**src/rtl/wb_stage.sv**
```systemverilog
// Writeback stage: retires the MEM-stage instruction into the register file write port,
// waiting for data-memory read data on loads and formatting it before the write.
module wb_stage #(
    parameter int unsigned RegBusWidth  = 32,
    parameter int unsigned RegAddrWidth = 5
) (
    input  logic                    clk,
    input  logic                    rstn,
    input  logic                    stall_i,
    input  logic                    flush_i,
    input  logic                    mem_valid_i,
    input  logic [RegAddrWidth-1:0] mem_rd_i,
    input  logic                    mem_we_i,
    input  logic                    mem_is_load_i,
    input  logic [2:0]              mem_funct3_i,
    input  logic [1:0]              mem_addr_lo_i,
    input  logic [RegBusWidth-1:0]  mem_result_i,
    input  logic                    dm_rvalid_i,
    input  logic [RegBusWidth-1:0]  dm_rdata_i,
    output logic                    wb_stall_o,
    output logic                    we_o,
    output logic [RegAddrWidth-1:0] waddr_o,
    output logic [RegBusWidth-1:0]  wdata_o
);

    typedef enum logic [0:0] {StIdle, StWaitLoad} state_e;

    state_e                  state_q, state_d;
    logic [RegAddrWidth-1:0] rd_q, rd_d;
    logic                    ld_we_q, ld_we_d;
    logic [2:0]              funct3_q, funct3_d;
    logic [1:0]              addr_lo_q, addr_lo_d;
    logic                    we_q, we_d;
    logic [RegAddrWidth-1:0] waddr_q, waddr_d;
    logic [RegBusWidth-1:0]  wdata_q, wdata_d;

    logic                    capture;
    logic [7:0]              byte_sel;
    logic [15:0]             half_sel;
    logic [RegBusWidth-1:0]  load_data;

    assign capture    = (state_q == StIdle) & mem_valid_i & ~stall_i & ~flush_i;
    assign wb_stall_o = (state_q == StWaitLoad) & ~dm_rvalid_i;

    // Lane selection uses the held address; addr_lo[0] is irrelevant for halves.
    always_comb begin
        byte_sel = 8'h00;
        case (addr_lo_q)
            2'd0:    byte_sel = dm_rdata_i[7:0];
            2'd1:    byte_sel = dm_rdata_i[15:8];
            2'd2:    byte_sel = dm_rdata_i[23:16];
            default: byte_sel = dm_rdata_i[31:24];
        endcase
        half_sel = addr_lo_q[1] ? dm_rdata_i[31:16] : dm_rdata_i[15:0];
    end

    always_comb begin
        load_data = dm_rdata_i;
        case (funct3_q)
            3'b000:  load_data = {{(RegBusWidth-8){byte_sel[7]}}, byte_sel};
            3'b001:  load_data = {{(RegBusWidth-16){half_sel[15]}}, half_sel};
            3'b100:  load_data = {{(RegBusWidth-8){1'b0}}, byte_sel};
            3'b101:  load_data = {{(RegBusWidth-16){1'b0}}, half_sel};
            default: load_data = dm_rdata_i;
        endcase
    end

    always_comb begin
        state_d   = state_q;
        rd_d      = rd_q;
        ld_we_d   = ld_we_q;
        funct3_d  = funct3_q;
        addr_lo_d = addr_lo_q;
        we_d      = 1'b0;
        waddr_d   = waddr_q;
        wdata_d   = wdata_q;
        case (state_q)
            StIdle: begin
                if (capture) begin
                    if (mem_is_load_i) begin
                        rd_d      = mem_rd_i;
                        ld_we_d   = mem_we_i;
                        funct3_d  = mem_funct3_i;
                        addr_lo_d = mem_addr_lo_i;
                        state_d   = StWaitLoad;
                    end else if (mem_we_i && (mem_rd_i != '0)) begin
                        we_d    = 1'b1;
                        waddr_d = mem_rd_i;
                        wdata_d = mem_result_i;
                    end
                end
            end
            StWaitLoad: begin
                // The pending load is older than any flush, so only the response matters here.
                if (dm_rvalid_i) begin
                    we_d    = ld_we_q && (rd_q != '0);
                    waddr_d = rd_q;
                    wdata_d = load_data;
                    state_d = StIdle;
                end
            end
            default: state_d = StIdle;
        endcase
    end

    always_ff @(posedge clk or negedge rstn) begin
        if (!rstn) begin
            state_q   <= StIdle;
            rd_q      <= '0;
            ld_we_q   <= 1'b0;
            funct3_q  <= 3'b000;
            addr_lo_q <= 2'b00;
            we_q      <= 1'b0;
            waddr_q   <= '0;
            wdata_q   <= '0;
        end else begin
            state_q   <= state_d;
            rd_q      <= rd_d;
            ld_we_q   <= ld_we_d;
            funct3_q  <= funct3_d;
            addr_lo_q <= addr_lo_d;
            we_q      <= we_d;
            waddr_q   <= waddr_d;
            wdata_q   <= wdata_d;
        end
    end

    assign we_o    = we_q;
    assign waddr_o = waddr_q;
    assign wdata_o = wdata_q;

endmodule
```
**config.mk**
```make
export PLATFORM = sky130hd
export DESIGN_NAME = wb_stage
export DESIGN_NICKNAME = d
export VERILOG_FILES = /design/src/rtl/wb_stage.sv
export SDC_FILE = /design/constraint.sdc
export NUM_CORES = 1
export LEC_CHECK = 0
export CAP_MARGIN = 20
export CORE_ASPECT_RATIO = 0.5
export CORE_MARGIN = 1
export CORE_UTILIZATION = 40
export CTS_CLUSTER_SIZE = 30
export DETAILED_ROUTE_END_ITERATION = 12
export GPL_TIMING_DRIVEN = 0
export PLACE_DENSITY_LB_ADDON = 0.2
export SLEW_MARGIN = 20
export SYNTH_ARGS = -nofsm -noshare
export SYNTH_HDL_FRONTEND = slang
export SYNTH_SLANG_ARGS = --single-unit
```
**constraint.sdc**
```tcl
create_clock -name clk -period 2 [get_ports clk]
set_input_delay 0.4 -clock clk [delete_from_list [all_inputs] [get_ports clk]]
set_output_delay 0.4 -clock clk [all_outputs]
set_load 0.005 [all_outputs]
```
# [Word-level counts from Yosys, hierarchy flattened]
# Cells that the tools add are included.
[classes] n_eq_ne=9 muxes=22 bitwise_logic=8 reduce_logical=8
[ops] cell="2-to-1 mux 32 bit" n=4
[ops] cell="case mux 32 bit (4 select lines)" n=1
[ops] cell="case mux 32 bit (2 select lines)" n=1
[ops] cell="case mux 8 bit (3 select lines)" n=1
[ops] cell="2-to-1 mux 5 bit" n=4
[ops] cell="2-to-1 mux 16 bit" n=1
[ops] cell="case mux 5 bit (2 select lines)" n=1
[ops] cell="nonzero test 5 bit" n=2
[ops] cell="2-to-1 mux 1 bit" n=7
[ops] cell="== test 3 bit (second input constant)" n=2
[ops] cell="!= test 2 bit (second input constant)" n=3
[ops] cell="bitwise AND 1 bit" n=4
[ops] cell="inverter 1 bit" n=4
[ops] cell="case mux 1 bit (2 select lines)" n=2
[ops] cell="AND reduction 4 bit" n=1
[ops] cell="== test 3 x 1 -> 1 bit (second input constant)" n=1
[ops] cell="logical NOT 3 bit" n=1
[ops] cell="AND reduction 3 bit" n=1
[ops] cell="== test 2 x 1 -> 1 bit (second input constant)" n=1
[ops] cell="== test 2 bit (second input constant)" n=1
[ops] cell="logical AND 1 bit" n=2
[ops] cell="logical NOT 2 bit" n=1
[ops] cell="!= test 2 x 1 -> 1 bit (second input constant)" n=1
[totals] reg_bits=50 in_bits=82 output_inout_bits=39 elab_cells=55

# [Logic depth before layout (Yosys ltp)]
# Gate-level depths: netlist (run 1).
[depth] depth_word=6 depth_mapped=8 depth_no_buf=5

# [Worst setup path before layout (run 1)]
# OpenSTA, ideal clock, no wires.
[synth_timing] path_type="input to register" startpoint="in mem_rd_i[0]" endpoint="reg wdata_q[18] (netlist: wdata_o[18])" setup_ps=127 arrival_ps=1699 t_required_ps=1873 setup_slack_ps=174 stages=6 path_buffers=2 path_cell_list="or4_1 > o2111ai_2 > and2_1 > buf_6 > clkbuf_2 > o21ai_0"
[synth_between] elab_chain_cells=4
[synth_rtl] element="start, declared" line="12" rtl="input logic [RegAddrWidth-1:0] mem_rd_i,"
[synth_rtl] element="nonzero test 5 bit" line="86" rtl="end else if (mem_we_i && (mem_rd_i != '0)) begin"
[synth_rtl] element="logical AND 1 bit" line="86"
[synth_rtl] element="!= test 2 x 1 -> 1 bit (no source line)"
[synth_rtl] element="AND reduction 4 bit (no source line)"
[synth_rtl] element="end signal, assigned" line="124" rtl="wdata_q <= wdata_d;"
[synth_rtl] element="end, declared" line="35" rtl="logic [RegBusWidth-1:0] wdata_q, wdata_d;"
# No other way between the ends.
# A chain may end at the register's enable or synchronous reset.

# [Worst setup path in the final report (run 1)]
[layout_timing] startpoint="in mem_rd_i[1]" endpoint="reg wdata_q[13] (netlist: wdata_o[13])"
# Same word-level chain as after synthesis.

==> flow_summary.yaml, run 1 <==
floorplan:
  die_w_um: 121.8
  fp.coreArea_um2: 6805
  die_h_um: 61.91
  start_util_pct: 42.20
  pin_count: 121
  num_rows: 21
  die_area_um2: 7542
clock_network:
  htreeDepth: 2
  clockBufferDepth: 2
  clkSinkCount: 50
  cts_buffers: 5
  tritoncts: "done"
  cts_root_buffer: "clkbuf_16"
  clk_latency_ps: 290
  holdBufCountCts: 0
  path_clk_slew_ps: 60
routing:
  wl_mm: 9.555
  dr.pass1.iters: 5
  antenna_left: 0
  via_count: 3060
  drtIter0Drc: 331
  wl_per_cell_um: 17.93
  drc: 0
  via_per_inst: 5.741
placement:
  globalplace.congestion: 0.8879
  dp_hpwl_mm: 7.270
  dp.cells: 520
  port_buffers: 120
  place_area_um2: 4203
worst_setup_path:
  rr_startpoint: "state_q"
  r2r_end: "wdata_o[13]"
  crit_cells: 6
  cp_num_buf_inv: 1
  critPathTopFamily: "simple AND/OR/NAND/NOR gates"
  critical_path_class: "primary input to flop"
  cpPeakStageDelay_ps: 540
  critPathSlowestCell: "or4_4"
  reg2reg_depth: 6
  arrival_ps: 2130
  crit_required_ps: 2180
  path_cells: "dlygate4sd2_1 > or4_4 > o2111ai_4 > nand2_4 > and3_4 > a211o_1"
  start_kind: "primary input"
  rrSetupSlack_ps: 70
  worstPathMaxFanout: 8
  endpoint_kind: "flop"
logic_synthesis:
  yosysSeqAreaShare_pct: 43.57
  yosys.area_share.xor_xnor_pct: 0
  async_flop_share_pct: 100.0
  ys_seq_elements: 50
  synth_cells: 307
  synth.distinct_cells: 41
  synth_compound_area_share_pct: 28.06
  syn_area_um2: 2872
  synth_edf_count: 0
  ys_warn_count: 0
  synth.area.mux_share_pct: 7.887
  syn_area_per_cell_um2: 9.353
  dominantRegCellSynth: "dfrtp_1"
  synth-adder-area-share_pct: 0
  synth_top_family_by_area: "compound AO/OA/AOI/OAI gates"
  syn_nets: 389
  synthSimpleGateAreaFrac_pct: 14.29
power:
  fin_total_pwr_mw: 3.949
  p_leak_nw: 1.868
  powerDensity_nw_per_um2: 878.4
  peakVddDrop_v: 0.0004838
finish:
  layout_common_cells: "clkdlybuf4s50_1 (110), nand2_1 (51), dfrtp_1 (49)"
  fillCellCount: 555
  nets: 522
  syn_to_final_growth_pct: 56.56
  fin_cells: 533
  mostFrequentLayoutCell: "clkdlybuf4s50_1"
  stdcell_area_um2: 4496
  n_antenna_cell: 0
  final_layout_size_suffix_gt1_share_pct: 17.23
sta:
  tightest_slew_ps: 707.8
  fmax_mhz: 513.6
  period_minus_slack_ps: 1947
  rsz0062_at_grt: "no"
  hold_viol_final: 0
  post-route-period-util_pct: 97.35
  slew_violations: 0
  slew_headroom_pct: 52.81
  finalSetupViolCount: 0
  skew_ps: 3.301
  holdWs_ps: 53.93
grt:
  antenna_found_initial: 0
  track_usage_pct: 25.81
  grt_pass1_wl_mm: 14.41
  grt_overflow: 0
  grt_pass1_vias: 2895
  grt_max_degree: 33
min_path:
  hp-class: "primary input to asynchronous set/reset pin"
outcome:
  outcome: "completed"
flow_run:
  max_cap_viol_count: 0
cell usage after synthesis (2+ instances only):
cell	number	share of area, %
nand2_1	51	6.7
dfrtp_1	50	44
o21ai_0	36	6.3
a21oi_2	16	4.9
nor2_1	16	2.1
o2bb2ai_1	16	4.9
clkbuf_1	12	1.6
inv_1	11	1.4
mux2_2	11	4.3
mux2i_1	8	2.8
a21oi_1	6	1.0
buf_2	5	0.87
o2111ai_1	5	1.5
a211o_1	4	1.2
a21o_1	4	1.0
a221oi_1	4	1.2
a31oi_1	4	0.87
and3_1	4	0.87
nand2b_1	4	0.87
nand3b_1	4	1.0
o211ai_1	4	1.0
o221ai_1	4	1.2
a32oi_1	3	0.92
a41oi_1	3	0.92
buf_4	3	0.78
or2_2	3	0.65
or4_1	2	0.52
what timing repair did:
item / 4_1_cts / 5_1_grt
resized for setup: 20 / 24
endpoints found under the setup margin: 38 / 24
pin swaps: 4 / 8
gates cloned: 2 / 0
buffers inserted: 5 / 0
how the worst max path moves through the flow:
| stage | start | to | slack, ps |
|---|---|---|---|
| global placement | rstn | wdata_o[19] | -920 |
| detailed placement | mem_rd_i[0] | wdata_o[8] | -580 |
| global route | addr_lo_q[1] | wdata_o[11] | 2 |
| floorplan | mem_rd_i[0] | wdata_o[18] | 170 |
| finish | mem_rd_i[1] | wdata_o[13] | 50 |
| CTS | state_q | wdata_o[13] | 20 |
power breakdown:
part	switching, mW	internal [mW]
Sequential	0.191	1.31
Clock	0.376	0.497
Combinational	0.693	0.886
Total	1.26	2.69
cells by family after synthesis:
family | after synthesis
AO/OA/AOI/OAI | 112
AND/OR/NAND/NOR | 89
flip-flops | 50
buffers and inverters | 36
multiplexers | 20
layer usage:
metal  wire (um)  up-vias  track usage, %
met5           0        -           2.500
met4         165        0           7.584
met3         719       21           5.839
met2        4352      143           42.70
met1        4317     1509           34.38
li1            -     1387               -
sequential cells by signal (all words and copies together) (netlist names):
signal	count
rd_q	5
ld_we_q	1
waddr_o	5
funct3_q	3
state_q	1
addr_lo_q	2
wdata_o	32
we_o	1
cell type report:
cell class	instances	area [um2]	area share, %
buffer	22	157.7	3.507
timing repair buffer	127	1267	28.19
sequential	50	1252	27.86
multi-input combinational	222	1510	33.59
clock inverter	1	5.005	0.1113
tap	92	115.1	2.561
clock buffer	7	142.6	3.173
inverter	12	45.04	1.002
per-stage QoR:
step           setup slack [ps]  util (%)  TNS (ps)
5_1_grt                   1.809     66.06         0
2_1_floorplan             173.7         -         0
4_1_cts                   15.02     65.38         0
3_5_place_dp             -583.3     61.76    -20970
3_3_place_gp             -921.3     61.54    -63780
6_report                  52.94     66.06         0
(Power assumes the default switching activity.)
==> inputs of run 2 (changes only) <==
--- a/config.mk
+++ b/config.mk
@@ -9,11 +9,10 @@
 export CORE_ASPECT_RATIO = 0.5
 export CORE_MARGIN = 1
 export CORE_UTILIZATION = 40
-export CTS_CLUSTER_SIZE = 30
 export DETAILED_ROUTE_END_ITERATION = 12
 export GPL_TIMING_DRIVEN = 0
+export HOLD_SLACK_MARGIN = 0.12
 export PLACE_DENSITY_LB_ADDON = 0.2
-export SLEW_MARGIN = 20
 export SYNTH_ARGS = -nofsm -noshare
 export SYNTH_HDL_FRONTEND = slang
 export SYNTH_SLANG_ARGS = --single-unit
==> run 2 against run 1 <==
  * Sequential power about the same
  * Core utilization up 0.15 points
  * First-iteration DRC count is 11% higher
  * Register-to-register slack about the same
  * Flip-flop and latch count did not move
  * Clock skew barely moved
  * Critical path type unchanged
  * Critical endpoint unchanged
  * Highest routed layer unchanged
==> flow_summary.yaml, run 2 (same netlist as run 1, synthesis figures left out) <==
sta:
  setup_ws_ps: 53.79
  hold_viol_final: 0
  rsz0062_at_grt: "no"
  finalSetupViolCount: 0
  holdWs_ps: 480.3
  post-route-period-util_pct: 97.31
  fmax_mhz: 513.8
  skew_ps: 3.303
  tightest_slew_ps: 712.6
  period_minus_slack_ps: 1946
  slew_headroom_pct: 52.50
  slew_violations: 0
power:
  p_leak_nw: 1.872
  p_sw_mw: 1.260
  peakVddDrop_v: 0.0004838
  internal_power_mw: 2.690
  power.share.clock_pct: 22.1
  powerDensity_nw_per_um2: 876.6
  switching_share_pct: 31.89
  pwr-share-comb_pct: 40.0
  power_frac_seq_pct: 37.9
worst_setup_path:
  crit_required_ps: 2180
  arrival_ps: 2130
  critPathSlowestCell: "or4_4"
  critPathTopFamily: "simple AND/OR/NAND/NOR gates"
  critical_path_class: "primary input to flop"
  critPathLaunch: "mem_rd_i[1]"
  crit_cells: 6
  worstPathMaxFanout: 8
  cpPeakStageDelay_ps: 540
  rrSetupSlack_ps: 70
  cp_num_buf_inv: 1
  r2r_end: "wdata_o[13]"
  endpoint_kind: "flop"
  reg2reg_depth: 6
  path_cells: "dlygate4sd2_1 > or4_4 > o2111ai_4 > nand2_4 > and3_4 > a211o_1"
  start_kind: "primary input"
  rr_startpoint: "state_q"
placement:
  dp_hpwl_mm: 7.270
  port_buffers: 120
  post-place-ws_ps: -583.3
  globalplace.congestion: 0.8879
routing:
  dr.pass1.iters: 6
  via_count: 3054
  wl_mm: 9.543
  drtIter0Drc: 368
  drc: 0
  via_per_inst: 5.719
  wl_per_cell_um: 17.87
  antenna_left: 0
grt:
  grt_pass1_vias: 2891
  grt_overflow: 0
  met1_usage_pct: 34.32
  track_usage_pct: 25.79
  grt_use_met2_pct: 42.70
  grt_max_degree: 33
  grt_util_met3_pct: 5.839
  grt_pass1_wl_mm: 14.39
  antenna_found_initial: 0
  gr-max-usage-layer: "met2"
clock_network:
  clk_latency_ps: 290
  cts_buffers: 5
  cts_root_buffer: "clkbuf_16"
  clkSinkCount: 50
  path_clk_slew_ps: 60
  tritoncts: "done"
  clockBufferDepth: 2
  htreeDepth: 2
floorplan:
  die_area_um2: 7542
  die_w_um: 121.8
  num_rows: 21
  pin_count: 121
  start_util_pct: 42.20
  fp.coreArea_um2: 6805
  die_h_um: 61.91
finish:
  layout_common_cells: "clkdlybuf4s50_1 (110), nand2_1 (51), dfrtp_1 (49)"
  nets: 523
  n_antenna_cell: 0
  mostFrequentLayoutCell: "clkdlybuf4s50_1"
  largest_register_ff_count: 32
  syn_to_final_growth_pct: 56.91
  final_util_pct: 66.21
  final_layout_size_suffix_gt1_share_pct: 17.19
outcome:
  outcome: "completed"
min_path:
  min-delay-start: "wdata_o[17]"
  worstHoldPathCells: 2
  hp-class: "flop to flop"
  hold_end: "wdata_o[17]"
flow_run:
  max_cap_viol_count: 0
run 2: power by group through the flow:
stage / clock network, mW / logic [mW] / registers [mW]
after floorplan: 0 / 0.642 / 1.50
after global placement: 0 / 1.49 / 1.49
after detailed placement: 0 / 1.53 / 1.51
after CTS: 0.875 / 1.56 / 1.49
after global routing: 0.912 / 1.73 / 1.53
final: 0.871 / 1.58 / 1.50
run 2: worst max-delay path by stage:
stage | slack [ps] | end
after detailed placement | -580 | wdata_o[8]
after floorplan | 170 | wdata_o[18]
after global routing | 2 | wdata_o[11]
final | 50 | wdata_o[13]
after global placement | -920 | wdata_o[19]
after CTS | 20 | wdata_o[13]
run 2: worst min-delay path: stages, from the launching register on:
cell	delay, ps
dfrtp_1	340
nand2_1	40
o21ai_0	60
run 2: layer usage:
layer	vias to the layer above	routed length, um	share of wire, %
li1	1388	-	-
met3	20	758	7.9
met1	1503	4258	45
met5	-	0	0
met2	143	4386	46
met4	0	140	1.5
run 2: timing repair:
action | CTS | global route
buffers inserted | 5 | 0
gates cloned | 2 | 0
endpoints found under the setup margin | 38 | 24
endpoints found under the hold margin | 18 | 0
gates resized for setup | 20 | 24
hold buffers | 1 | 0
pin swaps | 4 | 8
run 2: cell type report:
cell class,count,area [um2]
well taps,92,115.1
multi-input cells,222,1510
clock inverters,1,5.005
inverters,12,45.04
clock buffers,7,142.6
fillers,554,2300
plain buffers,22,157.7
repair buffers,128,1277
flip-flops and latches,50,1252
run 2: through the flow:
step	cells	TNS (ps)	total power, mW	instance area, um2
after floorplan	307	0	2.142	2872
after global placement	519	-63780	2.980	4188
after detailed placement	520	-20970	3.037	4203
after CTS	534	0	3.931	4459
after global routing	534	0	4.168	4506
final	534	0	3.949	4506
==> inputs of run 3 (changes only) <==
--- a/config.mk
+++ b/config.mk
@@ -12,7 +12,8 @@
 export DETAILED_ROUTE_END_ITERATION = 12
 export GPL_TIMING_DRIVEN = 0
 export HOLD_SLACK_MARGIN = 0.12
-export PLACE_DENSITY_LB_ADDON = 0.2
+export PLACE_DENSITY = 0.8
+export SLEW_MARGIN = 20
 export SYNTH_ARGS = -nofsm -noshare
 export SYNTH_HDL_FRONTEND = slang
 export SYNTH_SLANG_ARGS = --single-unit
==> run 3 against run 2 <==
  * Clock skew hardly changed
  * Maximum frequency is 0.87% lower
  * Critical path type is now flop to flop
  * Cell count is 0.19% higher
  * Global-route usage is 1.3 points lower
  * Critical path depth stayed put
==> flow_summary.yaml, run 3 (same netlist as run 1, synthesis figures left out) <==
outcome:
  outcome: "completed"
worst_setup_path:
  cpPeakStageDelay_ps: 500
  endpoint_kind: "flop"
  critPathLaunch: "addr_lo_q[1]"
  path_cells: "buf_6 > mux4_2 > nor3b_2 > nor2_2 > a221oi_1 > a211o_1"
  crit_required_ps: 2180
  worstPathMaxFanout: 8
  arrival_ps: 2150
  start_kind: "flop"
  critPathSlowestCell: "mux4_2"
  critPathTopFamily: "multiplexers"
  critical_path_class: "flop to flop"
  cp_num_buf_inv: 1
  rr_startpoint: "addr_lo_q[1]"
sta:
  hold_viol_final: 0
  finalSetupViolCount: 0
  holdWs_ps: 123.6
  slew_violations: 0
  tightest_slew_ps: 655.3
  slew_headroom_pct: 56.31
  rsz0062_at_grt: "no"
  fmax_mhz: 509.4
  skew_ps: 3.775
  period_minus_slack_ps: 1963
  post-route-period-util_pct: 98.16
finish:
  mostFrequentLayoutCell: "clkdlybuf4s50_1"
  final_layout_size_suffix_gt1_share_pct: 17.16
  syn_to_final_growth_pct: 59.56
  layout_common_cells: "clkdlybuf4s50_1 (110), nand2_1 (51), dfrtp_1 (49)"
  nets: 524
  fin_cells: 535
  n_antenna_cell: 0
  largest_register_ff_count: 32
  fillCellCount: 546
routing:
  via_count: 3006
  drc: 0
  via_per_inst: 5.619
  antenna_left: 0
  wl_per_cell_um: 17.51
  drtIter0Drc: 259
  wl_mm: 9.370
  dr.pass1.iters: 5
floorplan:
  start_util_pct: 42.20
  die_w_um: 121.8
  die_h_um: 61.91
  num_rows: 21
  fp.coreArea_um2: 6805
  pin_count: 121
  die_area_um2: 7542
grt:
  antenna_found_initial: 0
  grt_max_degree: 51
  grt_pass1_wl_mm: 13.66
  grt_pass1_vias: 2647
  track_usage_pct: 24.48
  grt_overflow: 0
clock_network:
  clk_latency_ps: 300
  tritoncts: "done"
  path_clk_slew_ps: 70
  clockBufferDepth: 2
  cts_root_buffer: "clkbuf_16"
  htreeDepth: 2
  cts_buffers: 5
  clkSinkCount: 50
flow_run:
  max_cap_viol_count: 0
power:
  powerDensity_nw_per_um2: 894.1
  peakVddDrop_v: 0.0005404
  p_leak_nw: 1.907
min_path:
  hp-class: "primary input to asynchronous set/reset pin"
placement:
  dp.cells: 519
  port_buffers: 120
  dp_hpwl_mm: 6.941
  globalplace.congestion: 0.9390
run 3: final timing paths:
path / slack [ps] / to / depth (start not counted)
worst min register to register: 490 / wdata_o[30] / 2
max in group asynchronous: 1420 / state_q / 1
worst max-delay path: 40 / wdata_o[13] / 6
worst min-delay path: 120 / wdata_o[7] / 1
worst max register to register: 40 / wdata_o[13] / 6
min in group clk: 490 / wdata_o[30] / 2
run 3: repair_timing:
action | 4_1_cts | 5_1_grt
pin swaps | 4 | 3
cloned | 2 | 0
buffers inserted | 9 | 0
endpoints found under the hold margin | 0 | 0
resized for setup | 26 | 19
endpoints found under the setup margin | 38 | 26
hold buffers | 0 | 0
run 3: where the power goes:
group / internal [mW] / total (mW) / leakage [nW] / switching (mW)
clock network: 0.593 / 0.989 / 0.0842 / 0.396
registers: 1.31 / 1.50 / 0.602 / 0.193
logic: 0.898 / 1.61 / 1.22 / 0.711
total: 2.80 / 4.10 / 1.91 / 1.30
run 3: final cells by class:
type | count | area [um2] | area share, %
Inverter | 12 | 47.55 | 1.038
Multi-Input combinational cell | 221 | 1509 | 32.93
Clock buffer | 5 | 125.1 | 2.731
Clock inverter | 3 | 43.79 | 0.9558
Buffer | 21 | 155.1 | 3.386
Timing Repair Buffer | 131 | 1334 | 29.11
Tap cell | 92 | 115.1 | 2.512
Sequential cell | 50 | 1252 | 27.33
run 3: metrics by stage:
| stage | utilization, % | setup WS [ps] | instance area (um2) | setup TNS [ps] | power [mW] |
|---|---|---|---|---|---|
| finish | 67.33 | 36.77 | 4582 | 0 | 4.097 |
| detailed placement | 61.50 | -537.6 | 4185 | -18470 | 3.030 |
| CTS | 66.74 | 8.049 | 4542 | 0 | 4.071 |
| global placement | 61.54 | -954.3 | 4188 | -64910 | 2.988 |
| global route | 67.33 | 4.499 | 4582 | 0 | 4.311 |
| floorplan | - | 173.7 | 2872 | 0 | 2.142 |
run 3: per-layer routing:
layer | vias to the layer above | part of all wire, % | GRT usage [%]
li1 | 1393 | - | -
met1 | 1481 | 45 | 34.02
met2 | 121 | 47 | 40.03
met3 | 11 | 6.2 | 4.653
met4 | 0 | 1.2 | 6.173
met5 | - | 0 | 0
